===== src/rtl/syn_pkg.sv =====
// Shared definitions for the seconds-sync link: receiver state encoding,
// default slot timing and the frame slot map used by transmitter and receiver.
package syn_pkg;

    localparam int SYN_BIT_CLKS  = 5;
    localparam int SYN_DATA_BITS = 8;
    localparam int SYN_CNT_W     = 16;

    typedef logic [2:0] syn_state_t;

    localparam syn_state_t ST_ARM   = 3'd0;
    localparam syn_state_t ST_IDLE  = 3'd1;
    localparam syn_state_t ST_START = 3'd2;
    localparam syn_state_t ST_DATA  = 3'd3;
    localparam syn_state_t ST_STOP  = 3'd4;

    // Slot positions within one frame, counted from the start slot.
    localparam int SLOT_START      = 0;
    localparam int SLOT_DATA_FIRST = 1;
    localparam int SLOT_DATA_LAST  = SLOT_DATA_FIRST + SYN_DATA_BITS - 1;
    localparam int SLOT_STOP       = SLOT_DATA_LAST + 1;

endpackage


===== src/rtl/syn_rx_if.sv =====
// Receiver-facing bundle: serial line in, recovered seconds byte and status out.
// The master modport is the side that drives the line and observes the results.
interface syn_rx_if #(
    parameter int DATA_BITS = syn_pkg::SYN_DATA_BITS
);
    logic                          rx_in;
    logic [DATA_BITS-1:0]          second_out;
    logic                          sec_valid;
    logic                          frame_err;
    logic                          busy;
    logic [syn_pkg::SYN_CNT_W-1:0] good_cnt;

    modport master (
        output rx_in,
        input  second_out,
        input  sec_valid,
        input  frame_err,
        input  busy,
        input  good_cnt
    );

    modport slave (
        input  rx_in,
        output second_out,
        output sec_valid,
        output frame_err,
        output busy,
        output good_cnt
    );
endinterface


===== src/rtl/syn_rx_sync.sv =====
// Two-flop synchronizer for the asynchronous serial line, plus a registered
// copy of the synchronized level so a 0->1 transition can be detected.
module syn_rx_sync (
    input  logic clk_i,
    input  logic rst_ni,
    input  logic rx_i,
    output logic rx_s_o,
    output logic rise_o
);
    logic ff1_q;
    logic ff2_q;
    logic rx_d_q;

    always_ff @(posedge clk_i) begin
        if (!rst_ni) begin
            ff1_q  <= 1'b0;
            ff2_q  <= 1'b0;
            rx_d_q <= 1'b0;
        end else begin
            ff1_q  <= rx_i;
            ff2_q  <= ff1_q;
            rx_d_q <= ff2_q;
        end
    end

    assign rx_s_o = ff2_q;
    assign rise_o = ff2_q & ~rx_d_q;
endmodule


===== src/rtl/syn_rx.sv =====
// Slave-side receiver for the seconds-sync frame (start 1, data MSB first, stop 0).
// Recovers the byte with a one-cycle strobe, flags bad stop slots, counts good frames.
module syn_rx
    import syn_pkg::*;
#(
    parameter int BIT_CLKS  = SYN_BIT_CLKS,
    parameter int DATA_BITS = SYN_DATA_BITS
) (
    input  logic    clk_10M,
    input  logic    rst_n,
    syn_rx_if.slave syn_bus
);
    localparam int HALF  = BIT_CLKS / 2;
    localparam int IDX_W = (DATA_BITS > 1) ? $clog2(DATA_BITS) : 1;

    localparam logic [7:0]       CNT_LAST = 8'(BIT_CLKS - 1);
    localparam logic [7:0]       CNT_HALF = 8'(HALF - 1);
    localparam logic [7:0]       CNT_ONE  = 8'd1;
    localparam logic [IDX_W-1:0] IDX_LAST = IDX_W'(DATA_BITS - 1);
    localparam logic [IDX_W-1:0] IDX_ONE  = IDX_W'(1);

    logic rx_s;
    logic rise;

    syn_rx_sync u_sync (
        .clk_i  (clk_10M),
        .rst_ni (rst_n),
        .rx_i   (syn_bus.rx_in),
        .rx_s_o (rx_s),
        .rise_o (rise)
    );

    syn_state_t             state_q,     state_d;
    logic [7:0]             cnt_q,       cnt_d;
    logic [IDX_W-1:0]       idx_q,       idx_d;
    logic [DATA_BITS-1:0]   sh_q,        sh_d;
    logic [DATA_BITS-1:0]   sec_out_q,   sec_out_d;
    logic                   sec_valid_q, sec_valid_d;
    logic                   frame_err_q, frame_err_d;
    logic [SYN_CNT_W-1:0]   good_cnt_q,  good_cnt_d;

    always_comb begin
        state_d     = state_q;
        cnt_d       = cnt_q;
        idx_d       = idx_q;
        sh_d        = sh_q;
        sec_out_d   = sec_out_q;
        sec_valid_d = 1'b0;
        frame_err_d = 1'b0;
        good_cnt_d  = good_cnt_q;

        case (state_q)
            // ARM demands a full slot of quiet line so a stuck-high or mid-frame
            // line after reset or an error cannot be mistaken for a start edge.
            ST_ARM: begin
                if (rx_s) begin
                    cnt_d = 8'd0;
                end else if (cnt_q == CNT_LAST) begin
                    cnt_d   = 8'd0;
                    state_d = ST_IDLE;
                end else begin
                    cnt_d = cnt_q + CNT_ONE;
                end
            end
            ST_IDLE: begin
                if (rise) begin
                    cnt_d   = 8'd0;
                    state_d = ST_START;
                end
            end
            ST_START: begin
                if (cnt_q == CNT_HALF) begin
                    cnt_d   = 8'd0;
                    idx_d   = '0;
                    state_d = rx_s ? ST_DATA : ST_IDLE;
                end else begin
                    cnt_d = cnt_q + CNT_ONE;
                end
            end
            // Sampling point stays at slot centre because START ended half a slot in.
            ST_DATA: begin
                if (cnt_q == CNT_LAST) begin
                    cnt_d = 8'd0;
                    sh_d  = {sh_q[DATA_BITS-2:0], rx_s};
                    if (idx_q == IDX_LAST) begin
                        state_d = ST_STOP;
                    end else begin
                        idx_d = idx_q + IDX_ONE;
                    end
                end else begin
                    cnt_d = cnt_q + CNT_ONE;
                end
            end
            ST_STOP: begin
                if (cnt_q == CNT_LAST) begin
                    cnt_d = 8'd0;
                    if (!rx_s) begin
                        sec_out_d   = sh_q;
                        sec_valid_d = 1'b1;
                        good_cnt_d  = good_cnt_q + 16'd1;
                        state_d     = ST_IDLE;
                    end else begin
                        frame_err_d = 1'b1;
                        state_d     = ST_ARM;
                    end
                end else begin
                    cnt_d = cnt_q + CNT_ONE;
                end
            end
            default: begin
                cnt_d   = 8'd0;
                state_d = ST_ARM;
            end
        endcase
    end

    always_ff @(posedge clk_10M) begin
        if (!rst_n) begin
            state_q     <= ST_ARM;
            cnt_q       <= 8'd0;
            idx_q       <= '0;
            sh_q        <= '0;
            sec_out_q   <= '0;
            sec_valid_q <= 1'b0;
            frame_err_q <= 1'b0;
            good_cnt_q  <= '0;
        end else begin
            state_q     <= state_d;
            cnt_q       <= cnt_d;
            idx_q       <= idx_d;
            sh_q        <= sh_d;
            sec_out_q   <= sec_out_d;
            sec_valid_q <= sec_valid_d;
            frame_err_q <= frame_err_d;
            good_cnt_q  <= good_cnt_d;
        end
    end

    assign syn_bus.second_out = sec_out_q;
    assign syn_bus.sec_valid  = sec_valid_q;
    assign syn_bus.frame_err  = frame_err_q;
    assign syn_bus.good_cnt   = good_cnt_q;
    assign syn_bus.busy       = (state_q == ST_START) || (state_q == ST_DATA) || (state_q == ST_STOP);
endmodule


===== src/flat_wrapper.sv =====
// flat-port wrapper written by rule: the top's interface ports become plain ports
module syn_rx_flat import syn_pkg::*;
#(
    parameter int BIT_CLKS  = SYN_BIT_CLKS,
    parameter int DATA_BITS = SYN_DATA_BITS
)
  (clk_10M, rst_n, syn_bus_rx_in, syn_bus_second_out, syn_bus_sec_valid, syn_bus_frame_err, syn_bus_busy, syn_bus_good_cnt);
  syn_rx_if #(.DATA_BITS(DATA_BITS)) syn_bus_i ();
  input  logic clk_10M;
  input  logic rst_n;
  input wire logic [$bits(syn_bus_i.rx_in)-1:0] syn_bus_rx_in;
  output wire logic [$bits(syn_bus_i.second_out)-1:0] syn_bus_second_out;
  output wire logic [$bits(syn_bus_i.sec_valid)-1:0] syn_bus_sec_valid;
  output wire logic [$bits(syn_bus_i.frame_err)-1:0] syn_bus_frame_err;
  output wire logic [$bits(syn_bus_i.busy)-1:0] syn_bus_busy;
  output wire logic [$bits(syn_bus_i.good_cnt)-1:0] syn_bus_good_cnt;
  assign syn_bus_i.rx_in = syn_bus_rx_in;
  assign syn_bus_second_out = syn_bus_i.second_out;
  assign syn_bus_sec_valid = syn_bus_i.sec_valid;
  assign syn_bus_frame_err = syn_bus_i.frame_err;
  assign syn_bus_busy = syn_bus_i.busy;
  assign syn_bus_good_cnt = syn_bus_i.good_cnt;
  syn_rx #(.BIT_CLKS(BIT_CLKS), .DATA_BITS(DATA_BITS)) u_core (.clk_10M(clk_10M), .rst_n(rst_n), .syn_bus(syn_bus_i));
endmodule

===== config.mk =====
export PLATFORM = sky130hd
export DESIGN_NAME = syn_rx_flat
export DESIGN_NICKNAME = d
export VERILOG_FILES = /design/src/rtl/syn_pkg.sv /design/src/rtl/syn_rx_if.sv /design/src/rtl/syn_rx_sync.sv /design/src/rtl/syn_rx.sv /design/src/flat_wrapper.sv
export SDC_FILE = /design/constraint.sdc
export NUM_CORES = 1
export LEC_CHECK = 0
export ABC_CLOCK_PERIOD_IN_PS = 3800
export BUFFER_PORTS_ARGS = -buffer_cell sky130_fd_sc_hd__buf_4
export CAP_MARGIN = 10
export CORE_ASPECT_RATIO = 1.2
export CORE_MARGIN = 5
export CORE_UTILIZATION = 45
export DETAILED_ROUTE_END_ITERATION = 6
export GPL_TIMING_DRIVEN = 0
export MAX_ROUTING_LAYER = met4
export PLACE_DENSITY = 0.76
export SYNTH_ARGS = -nofsm -noshare
export SYNTH_HDL_FRONTEND = slang
export SYNTH_SLANG_ARGS = --single-unit

===== constraint.sdc =====
create_clock -name clk_10M -period 3.8 [get_ports clk_10M]
set_input_delay 0.76 -clock clk_10M [delete_from_list [all_inputs] [get_ports clk_10M]]
set_output_delay 0.76 -clock clk_10M [all_outputs]
set_load 0.005 [all_outputs]

==> flow_summary.json <==
{
  "final-setup-viol-count": 0,
  "timing.rr.end": "u_core.syn_bus.good_cnt[13]",
  "critPathArrivalTime_ns": 1.63,
  "worst_setup_path_end_kind": "primary output",
  "hold_buffers": 0,
  "clkPwrFrac": 0.355,
  "grt_pass1_wl_um": 9250,
  "crit_cells": 4,
  "final_area_um2": 2870,
  "p_sw_frac": 0.272,
  "worstMarginPinSlew_ns": 0.620,
  "avgRoutedWirePerCell_um": 14.5,
  "ios": 30,
  "cp.required_ns": 3.04,
  "cp_slowest_stage_delay_ns": 0.44,
  "start_kind": "register",
  "first_pass_iters": 4,
  "p_switching_mw": 0.300,
  "clockBufferDepth": 2,
  "grt_max_degree": 18,
  "ir_drop_mv": 0.220,
  "register_area_um2": 1020,
  "layout_common_cells": "dfxtp_1 (51), buf_4 (29), nor2_1 (23), a21oi_1 (20), mux2i_1 (19)",
  "powerDensity_nw_per_um2": 385,
  "synthArstFlopShare": 0,
  "hold_class": "register to register",
  "syn-num-nets": 278,
  "yosysWarnings": 0,
  "syn_area_um2": 2450,
  "final_nets": 314,
  "crit_path_end": "syn_bus_busy",
  "synth_ff_type": "dfxtp_1",
  "gp_congestion": 0.838,
  "finalCritPeriodShare": 0.629,
  "grt_pass1_vias": 2025,
  "synth.largest_area_cell": "dfxtp_1",
  "drc": 0,
  "seq_area_frac_synth": 0.416,
  "antenna_found_initial": 0,
  "slowest_stage": "dfxtp_1",
  "max_cap_viol_count": 0,
  "synth_area_leaders": "dfxtp_1 (42%), mux2i_1 (7.8%), o31ai_1 (4.6%)",
  "p_int_mw": 0.803,
  "r2r_cells": 8,
  "dieArea_um2": 7040,
  "antenna_cells": 0,
  "clk_latency_ns": 0.30,
  "cts_inserted_buffers": 5,
  "seqPwrFrac": 0.506,
  "grt_busiest_layer": "met2",
  "final_common_cell": "dfxtp_1",
  "vias": 2142,
  "fillers": 490,
  "cts_setup_buffers": 0,
  "status": "finished, final reports clean",
  "post_cts_resized": 0,
  "path_max_fanout": 10,
  "min_from": "u_core.u_sync.ff1_q",
  "path_class": "register to primary output",
  "cp_top_family": "buffers and inverters",
  "synth-seq-cells": 51,
  "slew_headroom": 0.587,
  "final_hold_viol_count": 0,
  "placed_area_um2": 2750,
  "cts_tree": "yes",
  "r2r_slack_ns": 1.42,
  "setup-tns-final_ns": 0,
  "area_delta_synth_final_pct": 16.8,
  "port_buffers": 29,
  "htreeDepth": 2,
  "use_met2": 0.247,
  "synth_enable_flop_cells": 0,
  "via_per_inst": 5.82,
  "grtUsageMet3": 0.0230,
  "die_w_um": 77.4,
  "cts_root_buf": "clkbuf_8",
  "ant_nets": 0,
  "rows": 29,
  "synth_top_area_frac": 0.416,
  "fin_util": 0.541,
  "core-area_um2": 5300,
  "drtIter0Drc": 144,
  "grt_setup_unrepaired": "no",
  "drt-total-wl_um": 5330,
  "syn_area_per_cell_um2": 9.12,
  "drive_above_1_share": 0.167,
  "cp-startpoint": "u_core.state_q[2]",
  "grt_overflow_total": 0,
  "clk_pin_slew_ns": 0.10,
  "gr-usage-all-layers": 0.157,
  "path_cells": "clkbuf_1 -> nand2b_1 -> nand2_1 -> buf_4",
  "worstReg2RegStart": "u_core.cnt_q[0]",
  "period_minus_slack_ns": 2.39,
  "path_buf_inv": 2,
  "p_leak_nw": 1.18,
  "start_util": 0.463,
  "skew_ns": 0.00651,
  "slew_violations": 0,
  "dp_hpwl_um": 3750,
  "fmax_ghz": 0.419,
  "multi_input_area_um2": 1330,
  "cts.sinks": 51,
  "power_frac_comb": 0.138,
  "synth_cells": 269,
  "grtUsageMet1": 0.207,
  "die_y_um": 90.9,
  "synth_cell_types": 49
}
-- cells in the mapped netlist, types with 4 or more instances --
| cell type | count |
|---|---|
| nand2_1 | 12 |
| dfxtp_1 | 51 |
| mux2i_1 | 19 |
| clkbuf_1 | 11 |
| nand2b_1 | 4 |
| ha_1 | 6 |
| nand4_1 | 6 |
| nor2_1 | 23 |
| o31ai_1 | 15 |
| or4_1 | 12 |
| or3_1 | 7 |
| nand3_1 | 11 |
| o21ai_0 | 11 |
| xor2_1 | 4 |
| a221oi_1 | 4 |
| a21oi_1 | 20 |
| buf_2 | 4 |
| inv_1 | 6 |
-- routing by layer --
metal / wire (um) / vias up
met3: 143 / 6
met1: 2560 / 1035
met4: 51 / 0
met2: 2580 / 32
met5: 0 / -
li1: - / 1069
-- per-stage QoR --
stage	hold WS (ns)	worst slack [ns]	cells	power [mW]
6_report	0.447	1.41	368	1.10
5_1_grt	0.466	1.22	368	1.15
4_1_cts	0.449	1.40	368	1.11
3_5_place_dp	0.423	1.45	360	0.721
3_3_place_gp	0.419	1.51	360	0.719
2_1_floorplan	0.412	1.83	269	0.686
-- final cells by class --
class                           count  share of cell area
Clock inverter                      3              0.0166
Clock buffer                        5              0.0240
Timing Repair Buffer               29              0.0760
Inverter                            7             0.00917
Tap cell                           62              0.0271
Buffer                             17              0.0271
Sequential cell                    51               0.356
Multi-Input combinational cell    194               0.464
-- worst min-delay path by stage --
| stage | end | cells after the start | slack, ns |
|---|---|---|---|
| after global placement | u_core.u_sync.rx_s_o | 1 | 0.42 |
| after global routing | u_core.u_sync.rx_s_o | 1 | 0.47 |
| final | u_core.u_sync.rx_s_o | 1 | 0.45 |
| after CTS | u_core.u_sync.rx_s_o | 1 | 0.45 |
| after detailed placement | u_core.u_sync.rx_s_o | 1 | 0.42 |
| after floorplan | u_core.u_sync.rx_s_o | 1 | 0.41 |
-- cells by family after synthesis --
kind of cell    share of synthesized area
mux                                0.0821
flops                               0.416
simple gates                        0.246
fa+ha+maj                          0.0306
xor+xnor                           0.0143
compound gates                      0.169
buf+inv                            0.0423
-- power groups by stage --
stage / sequential [mW] / combinational (mW) / clock, mW
4_1_cts: 0.558 / 0.152 / 0.399
3_3_place_gp: 0.570 / 0.149 / 0
3_5_place_dp: 0.571 / 0.151 / 0
2_1_floorplan: 0.568 / 0.118 / 0
6_report: 0.558 / 0.153 / 0.392
5_1_grt: 0.560 / 0.170 / 0.421
-- flip-flops by register name, summed over array words and instances (netlist names) --
name	flops
u_core.syn_bus.good_cnt	16
u_core.cnt_q	8
u_core.sh_q	8
u_core.syn_bus.second_out	8
u_core.idx_q	3
u_core.state_q	3
u_core.syn_bus.frame_err	1
u_core.syn_bus.sec_valid	1
u_core.u_sync.ff1_q	1
u_core.u_sync.rx_d_q	1
u_core.u_sync.rx_s_o	1
-- worst reg2reg max path, cell delays in order (launching register included) --
cell and delay [ns]:
dfxtp_1 0.36, inv_1 0.09, ha_1 0.21, nor4bb_1 0.29, clkbuf_2 0.24, nand4_1 0.24
clkbuf_1 0.30, or4_1 0.44, a21oi_1 0.14
No activity file was read; power rests on OpenSTA's default activity.
